File: config.mk
export PLATFORM = sky130hd
export DESIGN_NAME = prog_fetch_unit_flat
export DESIGN_NICKNAME = d
export VERILOG_FILES = /design/src/rtl/prog_fetch_if.sv /design/src/rtl/prog_fetch_unit.sv /design/src/flat_wrapper.sv
export SDC_FILE = /design/constraint.sdc
export NUM_CORES = 1
export LEC_CHECK = 0
export BUFFER_PORTS_ARGS = -buffer_cell sky130_fd_sc_hd__buf_2
export CORE_UTILIZATION = 50
export CTS_CLUSTER_SIZE = 14
export DETAILED_ROUTE_END_ITERATION = 6
export GPL_TIMING_DRIVEN = 0
export PLACE_DENSITY = 0.69
export SETUP_SLACK_MARGIN = 0.05
export SYNTH_ARGS = -nofsm -noshare
export SYNTH_HDL_FRONTEND = slang
export SYNTH_SLANG_ARGS = --single-unit
File: constraint.sdc
create_clock -name clk -period 2.7 [get_ports clk]
set_input_delay 0.405 -clock clk [delete_from_list [all_inputs] [get_ports clk]]
set_output_delay 0.405 -clock clk [all_outputs]
set_load 0.01 [all_outputs]
File: src/rtl/prog_fetch_if.sv
// Fetch-to-execute bus of the trash CPU: program load pins, instruction handshake, jump redirect.
// FETCH_PARITY_EN adds the parity_err status line.
interface prog_fetch_if #(
    parameter int ADDR_W = 3,
    parameter int WORD_W = 15
);
    logic              prog_mode;
    logic [WORD_W-1:0] prog_word;
    logic [WORD_W-1:0] instr;
    logic [ADDR_W-1:0] instr_pc;
    logic              instr_valid;
    logic              instr_ready;
    logic              jump_valid;
    logic [ADDR_W-1:0] jump_addr;
    logic [ADDR_W:0]   load_count;
    logic              busy;
`ifdef FETCH_PARITY_EN
    logic              parity_err;
`endif

    modport master (
        input  prog_mode, prog_word, instr_ready, jump_valid, jump_addr,
        output instr, instr_pc, instr_valid, load_count, busy
`ifdef FETCH_PARITY_EN
        , output parity_err
`endif
    );

    modport slave (
        output prog_mode, prog_word, instr_ready, jump_valid, jump_addr,
        input  instr, instr_pc, instr_valid, load_count, busy
`ifdef FETCH_PARITY_EN
        , input parity_err
`endif
    );
endinterface

File: src/rtl/prog_fetch_unit.sv
// Program memory owner and instruction fetch stage of the trash CPU execute block.
// Optional FETCH_PARITY_EN stores a parity bit per word and stalls fetch on mismatch.
module prog_fetch_unit #(
    parameter int DEPTH  = 8,
    parameter int ADDR_W = 3,
    parameter int WORD_W = 15
) (
    input logic          clk,
    input logic          rst_n,
    prog_fetch_if.master bus
);
    localparam int LC_W = ADDR_W + 1;
    localparam logic [LC_W-1:0] LC_FULL = LC_W'(DEPTH);
`ifdef FETCH_PARITY_EN
    localparam int MEM_W = WORD_W + 1;
`else
    localparam int MEM_W = WORD_W;
`endif

    localparam logic [1:0] ST_LOAD  = 2'd0;
    localparam logic [1:0] ST_EMPTY = 2'd1;
    localparam logic [1:0] ST_FETCH = 2'd2;
    localparam logic [1:0] ST_ISSUE = 2'd3;

    logic [1:0]        state;
    logic [ADDR_W-1:0] pc;
    logic [ADDR_W-1:0] wr_ptr;
    logic [LC_W-1:0]   load_count;
    logic [WORD_W-1:0] instr_q;
    logic [ADDR_W-1:0] instr_pc_q;
    logic              instr_valid_q;
    logic [MEM_W-1:0]  mem [DEPTH];
    logic [MEM_W-1:0]  rd_word;
    logic [MEM_W-1:0]  wr_word;
    logic              load_wr;
    logic              fetch_ok;

    function automatic logic [LC_W-1:0] sat_inc(input logic [LC_W-1:0] v);
        return (v == LC_FULL) ? v : v + 1'b1;
    endfunction

    assign load_wr = rst_n && (state == ST_LOAD) && !bus.prog_mode;
    assign rd_word = mem[pc];

`ifdef FETCH_PARITY_EN
    logic parity_err_q;
    assign wr_word  = {^bus.prog_word, bus.prog_word};
    // Stored parity makes the whole word even; once an error is seen fetch stays stalled.
    assign fetch_ok = !(^rd_word) && !parity_err_q;
    assign bus.parity_err = parity_err_q;
`else
    assign wr_word  = bus.prog_word;
    assign fetch_ok = 1'b1;
`endif

    // Program memory is deliberately left unreset.
    always_ff @(posedge clk) begin
        if (load_wr) begin
            mem[wr_ptr] <= wr_word;
        end
    end

    always_ff @(posedge clk or negedge rst_n) begin
        if (!rst_n) begin
            state         <= ST_LOAD;
            pc            <= '0;
            wr_ptr        <= '0;
            load_count    <= '0;
            instr_q       <= '0;
            instr_pc_q    <= '0;
            instr_valid_q <= 1'b0;
`ifdef FETCH_PARITY_EN
            parity_err_q  <= 1'b0;
`endif
        end else if (!bus.prog_mode) begin
            instr_valid_q <= 1'b0;
            if (state != ST_LOAD) begin
                state      <= ST_LOAD;
                wr_ptr     <= '0;
                load_count <= '0;
`ifdef FETCH_PARITY_EN
                parity_err_q <= 1'b0;
`endif
            end else begin
                wr_ptr     <= wr_ptr + 1'b1;
                load_count <= sat_inc(load_count);
            end
        end else begin
            case (state)
                ST_LOAD: begin
                    pc    <= '0;
                    state <= (load_count == '0) ? ST_EMPTY : ST_FETCH;
                end
                ST_EMPTY: begin
                    state <= ST_EMPTY;
                end
                ST_FETCH: begin
                    if (bus.jump_valid) begin
                        pc            <= bus.jump_addr;
                        instr_valid_q <= 1'b0;
                    end else if (fetch_ok) begin
                        instr_q       <= rd_word[WORD_W-1:0];
                        instr_pc_q    <= pc;
                        instr_valid_q <= 1'b1;
                        state         <= ST_ISSUE;
                    end else begin
`ifdef FETCH_PARITY_EN
                        parity_err_q  <= 1'b1;
`endif
                        instr_valid_q <= 1'b0;
                    end
                end
                default: begin
                    // ISSUE: a jump overrides pc+1 even when the handshake completes.
                    if (bus.jump_valid) begin
                        pc            <= bus.jump_addr;
                        instr_valid_q <= 1'b0;
                        state         <= ST_FETCH;
                    end else if (instr_valid_q && bus.instr_ready) begin
                        pc            <= pc + 1'b1;
                        instr_valid_q <= 1'b0;
                        state         <= ST_FETCH;
                    end
                end
            endcase
        end
    end

    assign bus.instr       = instr_q;
    assign bus.instr_pc    = instr_pc_q;
    assign bus.instr_valid = instr_valid_q;
    assign bus.load_count  = load_count;
    assign bus.busy        = (state == ST_FETCH) || (state == ST_ISSUE);
endmodule

File: src/flat_wrapper.sv
// flat-port wrapper written by rule: the top's interface ports become plain ports
module prog_fetch_unit_flat 
#(
    parameter int DEPTH  = 8,
    parameter int ADDR_W = 3,
    parameter int WORD_W = 15
)
  (clk, rst_n, bus_prog_mode, bus_prog_word, bus_instr_ready, bus_jump_valid, bus_jump_addr, bus_instr, bus_instr_pc, bus_instr_valid, bus_load_count, bus_busy);
  prog_fetch_if #(.ADDR_W(ADDR_W), .WORD_W(WORD_W)) bus_i ();
  input logic clk;
  input logic rst_n;
  input wire logic [$bits(bus_i.prog_mode)-1:0] bus_prog_mode;
  input wire logic [$bits(bus_i.prog_word)-1:0] bus_prog_word;
  input wire logic [$bits(bus_i.instr_ready)-1:0] bus_instr_ready;
  input wire logic [$bits(bus_i.jump_valid)-1:0] bus_jump_valid;
  input wire logic [$bits(bus_i.jump_addr)-1:0] bus_jump_addr;
  output wire logic [$bits(bus_i.instr)-1:0] bus_instr;
  output wire logic [$bits(bus_i.instr_pc)-1:0] bus_instr_pc;
  output wire logic [$bits(bus_i.instr_valid)-1:0] bus_instr_valid;
  output wire logic [$bits(bus_i.load_count)-1:0] bus_load_count;
  output wire logic [$bits(bus_i.busy)-1:0] bus_busy;
  assign bus_i.prog_mode = bus_prog_mode;
  assign bus_i.prog_word = bus_prog_word;
  assign bus_i.instr_ready = bus_instr_ready;
  assign bus_i.jump_valid = bus_jump_valid;
  assign bus_i.jump_addr = bus_jump_addr;
  assign bus_instr = bus_i.instr;
  assign bus_instr_pc = bus_i.instr_pc;
  assign bus_instr_valid = bus_i.instr_valid;
  assign bus_load_count = bus_i.load_count;
  assign bus_busy = bus_i.busy;
  prog_fetch_unit #(.DEPTH(DEPTH), .ADDR_W(ADDR_W), .WORD_W(WORD_W)) u_core (.clk(clk), .rst_n(rst_n), .bus(bus_i));
endmodule
* Word level (Yosys, flattened, before mapping)
Memories as Yosys holds them, arrays and structs flattened. A register that Yosys moved wholly into a read port is not among the register bits. Cells that the tools add are included.
Cells by class: magnitude comparators 0, divide/modulo/power cells 0, equal/unequal tests 10, $mul 0, shift-type cells 0, reductions and logical operators 17, $add $sub $neg 3, bitwise gates (word level) 3, muxes and demuxes 21
Operators with widths (count):
- $mux 2 | 6
- $mux 3 | 4
- $pmux 3 s3 | 1
- $mux 4 | 2
- $add 3x1->3 const B | 2
- $mux 1 | 6
- $ne 6x1->1 const B | 1
- $pmux 2 s3 | 1
- $reduce_and 3->1 | 2
- $add 4x1->4 const B | 1
- $eq 2x2->1 const B | 2
- $eq 4x4->1 const B | 1
- $logic_not 4->1 | 1
- $ne 2x2->1 const B | 2
- $ne 4x1->1 const B | 1
- $reduce_and 2->1 | 2
- $reduce_and 4->1 | 1
- $reduce_bool 2->1 | 2
- $logic_and 1x1->1 | 3
- $ne 3x3->1 const B | 1
- $not 1->1 | 3
- $reduce_bool 3->1 | 1
- $eq 2x1->1 const B | 1
- $logic_not 1->1 | 2
- other kinds (5) | 5
Word-level totals: output and inout port bits 24, bits in writable memories 120, bits of input ports 23, logic and storage cells 61, bits in latches 0, bits in read-only memories 0, memories kept 1, bits in registers 16
Memory list:
- u_core.mem | words 8, width 15, rd ports 1, clocked after Yosys merged registers in 1, wr ports 1, RTL line prog_fetch_unit.sv:32 | logic [MEM_W-1:0] mem [DEPTH];

* Logic depth before layout (Yosys ltp)
Gate-level depths: netlist of run 1.
depth in word-level cells 5, mapped depth 7, depth with buffers taken out 6

* Worst setup path after synthesis of run 1
No wires, ideal clock.
kind register to register, from reg u_core.state[1], to mem u_core.mem[1][0] (netlist bit) (enable), arrival time 2269 ps, stages on the path, launching flop included 6, data required time 2294 ps, path buffers 1, library setup time 406 ps, setup slack 25 ps, clock period less this slack 2675 ps, cells stage by stage dfrtp_1 -> inv_1 -> ha_1 -> clkbuf_1 -> nand4b_1 -> nor3_1
Between the ends: word-level cells in the longest chain between the ends 5
Ends and longest elaborated chain:
- start, declared | RTL line prog_fetch_unit.sv:25 | logic [1:0] state;
- start signal, assigned | RTL line prog_fetch_unit.sv:92 | state <= (load_count == '0) ? ST_EMPTY : ST_FETCH;
- $logic_not 2->1 | RTL line prog_fetch_unit.sv:42 | assign load_wr = rst_n && (state == ST_LOAD) && !bus.prog_mode;
- $logic_and 1x1->1 (2 in a row) | RTL line prog_fetch_unit.sv:42
- $mux 1 | RTL line prog_fetch_unit.sv:58 | if (load_wr) begin
- $mux 1 (not written as such) | RTL line prog_fetch_unit.sv:59 | mem[wr_ptr] <= wr_word;
- end, declared | RTL line prog_fetch_unit.sv:32
Every way passes these cells.

* Worst setup path in the final report of run 1
from reg u_core.state[1], to mem u_core.mem[6][7] (netlist bit) (enable)
Same word-level chain as after synthesis.

==> results.toml, run 1 <==
[cells_and_area]
drive_gt1_frac = 0.3057
final_util = 0.6126
area_delta_synth_final_pct = 18.93
diodes = 0
fillers = 931
nets = 490

[synthesis]
netlist.area_leader.share = 0.5776
synth_nets = 420
synth_edf_count = 120
syn_area_per_cell_um2 = 16.08
ys_ff_latch = 151
yosysUniqueCellTypes = 38
ys_warn_count = 0
synth_cells = 388
synthTopCellsByArea = "edfxtp_1, dfrtp_1, mux2_2"
synth_seq_area_share = 0.7020
yosys_most_used_dff = "edfxtp_1"
synth-async-reset-ratio = 0.2053
syn-cell-area_um2 = 6238
synth_top_area_cell = "edfxtp_1"

[worst_setup_path]
critPathMaxFanout = 15
path_class = "flop to flop"
arrival_ns = 2.47
start_kind = "flop"
critPathCaptureType = "flop"
cp.required_ns = 2.74

[floorplanning]
dieArea_um2 = 12930
die_x_um = 113.7
start_util = 0.5151
std_cell_rows = 40
die_h_um = 113.7
core_um2 = 12110
io_pins = 47

[cts]
clock_sinks = 151
htree_levels = 4
cts_buffer_depth = 2
cts_hold_buf = 0
cts_buffers = 17
clkTransAtPathRegs_ns = 0.06
root_buffer = "clkbuf_16"
clkLatencyLatePin_ns = 0.42
cts_tree = "yes"

[place]
gp_routability_congestion = 0.7715
detailedPlacementHpwl_mm = 8.049
io_buffers = 45

[global_routing]
grt_pass1_wl_mm = 20.04
grtUsageTotal = 0.2203
grt_max_degree = 34
antenna_found_initial = 0
grt_pass1_vias = 3617
overflow = 0

[status]
outcome = "finished, final reports clean"

[detailed_routing]
wl_per_cell_um = 20.19
final_antenna_net_count = 0
post_drt_via_cell_ratio = 5.541
drtIter0Drc = 247
drt-pass1-iter-count = 4
drcViolationCount = 0
via_count = 3541
wl_mm = 12.90

[timing]
slew_viol_final = 0
fin_crit_sh = 0.9003
hold_slack_ns = 0.06429
hold_viol = 0
finalSetupViolCount = 0
slew_headroom = 0.3711
min_period_ns = 2.431
rsz0062_at_grt = "no"
fmax_mhz = 411.4
fin_skew_ns = 0.005047
tightestPinTransition_ns = 0.9423

[min_path]
hold_path_class = "input port to async pin"

[power]
leakagePower_nw = 2.747
peakVddDrop_v = 0.0005293
power.density_nw_per_um2 = 1049

[run]
cap_violations = 0
synth_stat cells (2+ instances only):
cell type,count
a21o_1,2
a21oi_1,4
a221o_1,15
a22o_1,5
a22oi_1,2
buf_12,3
buf_2,5
buf_6,3
clkbuf_1,8
dfrtp_1,31
edfxtp_1,120
ha_1,9
inv_1,4
mux2_2,37
mux2i_1,32
nand2_1,27
nand2b_1,5
nand3_1,3
nor2_1,11
nor2b_1,4
nor3_1,4
nor3b_1,2
nor4b_1,2
o21ai_0,9
o21ai_1,10
o21ai_2,5
o22ai_1,15
power breakdown:
part / switching (W) / internal, W
registers: 0.000217 / 0.00282
logic: 0.00124 / 0.00107
clock network: 0.000858 / 0.00158
metal layers:
metal  up-vias  GRT usage  wire length [um]
li1       1654          -                 -
met1      1747     0.2822              5469
met2       125     0.3614              6373
met3        15    0.05367               848
met4         0    0.09123               209
met5         -          0                 0
worst max-delay path, stage by stage, from the launching register on:
cell       delay (ns)
dfrtp_1          0.45
inv_1            0.16
ha_1             0.24
nand4bb_1        0.34
nor2_2           0.85
state kept, by name (all words and copies together) (netlist names):
signal                  flops
u_core.mem                120
u_core.bus.instr           15
u_core.bus.instr_pc         3
u_core.bus.load_count       4
u_core.wr_ptr               3
u_core.bus.instr_valid      1
u_core.pc                   3
u_core.state                2
cell families (layout without fill, tap and decap cells):
family / after synthesis / in the layout / share of synthesized area
xor+xnor: 1 / 1 / 0.001404
flops: 151 / 151 / 0.7020
simple gates: 65 / 65 / 0.05195
buf+inv: 24 / 107 / 0.02848
compound gates: 68 / 68 / 0.07822
fa+ha+maj: 9 / 9 / 0.01805
mux: 70 / 70 / 0.1199
path summary, 6_finish.rpt:
path / start / to / slack, ns / cells past startpoint
worst min register to register: u_core.bus.instr[10] / u_core.bus.instr[10] / 0.47 / 2
worst min-delay path: rst_n / u_core.state[0] / 0.06 / 1
worst max-delay path: u_core.state[1] / u_core.mem[6][7] / 0.27 / 4
min in group clk: bus_prog_word[4] / u_core.mem[4][4] / 0.25 / 1
worst max register to register: u_core.state[1] / u_core.mem[6][7] / 0.27 / 4
max in group asynchronous: rst_n / u_core.bus.instr[11] / 2.13 / 1
per-stage QoR:
stage	std cells	area, um2	setup TNS, ns	total power [W]	setup WS, ns
finish	639	7420	0	0.007784	0.2693
floorplan	388	6243	0	0.004648	0.3037
global placement	601	6679	-59.94	0.005262	-1.259
global route	639	7420	0	0.008164	0.1010
CTS	639	7407	0	0.007824	0.09679
detailed placement	606	6773	-4.902	0.005370	-0.1632
cell usage in the layout, fill, tap and decap left out, types with 9 or more instances in the layout:
cell type	count
mux2i_1	32
edfxtp_1	120
mux2_2	37
clkbuf_16	17
o21ai_1	10
o21ai_0	9
clkbuf_1	10
o22ai_1	15
a221o_1	15
ha_1	9
buf_2	50
nand2_1	27
dfrtp_1	31
layout make-up:
class	count	area, um2	area share
Sequential cell	151	4379	0.5902
Tap cell	168	210.2	0.02833
Buffer	20	163.9	0.02209
Multi-Input combinational cell	213	1724	0.2324
Clock inverter	10	150.1	0.02024
Clock buffer	22	464.2	0.06256
Inverter	4	15.01	0.002024
Timing Repair Buffer	51	312.8	0.04216
timing repair:
action,in CTS,in global routing
buffers inserted,1,0
pin swaps,1,0
resized for setup,0,4
setup endpoints to repair,15,18
Note: power is estimated with default switching activity, not from simulation.
==> run 2, diff against run 1 <==
--- a/config.mk
+++ b/config.mk
@@ -10,7 +10,7 @@
 export CTS_CLUSTER_SIZE = 14
 export DETAILED_ROUTE_END_ITERATION = 6
 export GPL_TIMING_DRIVEN = 0
-export PLACE_DENSITY = 0.69
+export PLACE_DENSITY = 0.71
 export SETUP_SLACK_MARGIN = 0.05
 export SYNTH_ARGS = -nofsm -noshare
 export SYNTH_HDL_FRONTEND = slang
==> results.toml, run 2 (synthesis gave the netlist of run 1 again) <==
[global_routing]
grt.met1_usage = 0.2795
grt_util_met3 = 0.06111
antenna_found_initial = 0
overflow = 0
grt_max_degree = 34
gr-max-usage-layer = "met2"
groute.layer.met2.usage = 0.3370
grtUsageTotal = 0.2144
grt_pass1_wl_mm = 19.62
grt_pass1_vias = 3611

[cts]
cts_hold_buf = 0
clock_sinks = 151
clkTransAtPathRegs_ns = 0.06
root_buffer = "clkbuf_16"
cts_buffer_depth = 2
clkLatencyLatePin_ns = 0.42
cts_buffers = 17
cts_tree = "yes"
htree_levels = 4

[worst_setup_path]
path_class = "flop to flop"
critPathCaptureType = "flop"
reg2reg_from = "u_core.state[1]"
r2r_slack_ns = 0.32
arrival_ns = 2.51
start_kind = "flop"
reg2reg_to = "u_core.mem[0][8]"
cp.required_ns = 2.83
worst-r2r-cell-count = 5
critPathMaxFanout = 8
worstSetupStartpoint = "u_core.state[1]"

[floorplanning]
io_pins = 47
std_cell_rows = 40
dieArea_um2 = 12930
die_h_um = 113.7
start_util = 0.5151
core_um2 = 12110
die_x_um = 113.7

[run]
cap_violations = 0

[detailed_routing]
drcViolationCount = 0
post_drt_via_cell_ratio = 5.550
drtIter0Drc = 231
wl_per_cell_um = 19.63
final_antenna_net_count = 0
via_count = 3585
wl_mm = 12.68
drt-pass1-iter-count = 4

[min_path]
hold_path_class = "input port to async pin"

[timing]
slew_headroom = 0.4779
slew_viol_final = 0
setup_slack_ns = 0.3228
fmax_mhz = 420.7
rsz0062_at_grt = "no"
fin_crit_sh = 0.8805
setup_tns_ns = 0
hold_viol = 0
min_period_ns = 2.377
finalSetupViolCount = 0
fin_skew_ns = 0.004995
tightestPinTransition_ns = 0.7832
hold_slack_ns = 0.05661

[power]
power.density_nw_per_um2 = 1045
peakVddDrop_v = 0.0004619
leakagePower_nw = 2.789
power_w = 0.007848

[cells_and_area]
final_util = 0.6202
diodes = 0
layout_commonest_cell = "edfxtp_1"
nets = 497
area_delta_synth_final_pct = 20.42
top_register = "u_core.mem"
largest_reg_flops = 120
drive_gt1_frac = 0.3243
layout_common_cells = "edfxtp_1, buf_2, mux2_2"

[status]
outcome = "finished, final reports clean"

[place]
io_buffers = 45
dp_slack_ns = -0.09218
detailedPlacementHpwl_mm = 8.203
gp_routability_congestion = 0.7576
[run 2: worst max-delay path by stage]
stage                         to  cells after the start
6_report        u_core.mem[0][8]                      5
5_1_grt        u_core.mem[3][12]                      7
4_1_cts         u_core.mem[7][0]                      6
3_5_place_dp    u_core.mem[1][6]                      5
3_3_place_gp    u_core.mem[0][6]                      3
2_1_floorplan   u_core.mem[0][0]                      4
[run 2: metal layers]
metal	part of all wire	vias up
li1	-	1670
met1	0.44	1799
met2	0.49	97
met3	0.054	19
met4	0.019	0
met5	0	-
[run 2: final cells by class]
| class | instances | area, um2 |
|---|---|---|
| Timing Repair Buffer | 58 | 381.6 |
| Clock inverter | 14 | 196.4 |
| Tap cell | 168 | 210.2 |
| Fill cell | 909 | 4599 |
| Sequential cell | 151 | 4379 |
| Clock buffer | 18 | 439.2 |
| Buffer | 20 | 162.7 |
| Multi-Input combinational cell | 213 | 1728 |
| Inverter | 4 | 15.01 |
[run 2: worst max-delay path: stages, from the launching register on]
cell       delay (ns)
dfrtp_1          0.46
inv_1            0.16
ha_1             0.22
nand4bb_1        0.29
nor3_2           0.70
buf_6            0.25
[run 2: stage by stage]
stage               std cells  instance area [um2]
CTS                       642                 7455
detailed placement        608                 6792
floorplan                 388                 6243
finish                    646                 7512
global route              646                 7512
global placement          601                 6679
[run 2: timing repair]
action | CTS | global route
pin swaps | 1 | 3
setup buffers | 2 | 4
gates resized for setup | 0 | 3
setup endpoints to repair | 31 | 45
gates cloned | 0 | 0
[run 2: report_power, final]
group / leakage, nW / internal, W / switching, W
Combinational: 1.01 / 0.00108 / 0.00125
Sequential: 1.48 / 0.00282 / 0.000206
Clock: 0.303 / 0.00157 / 0.000922
Total: 2.79 / 0.00547 / 0.00238
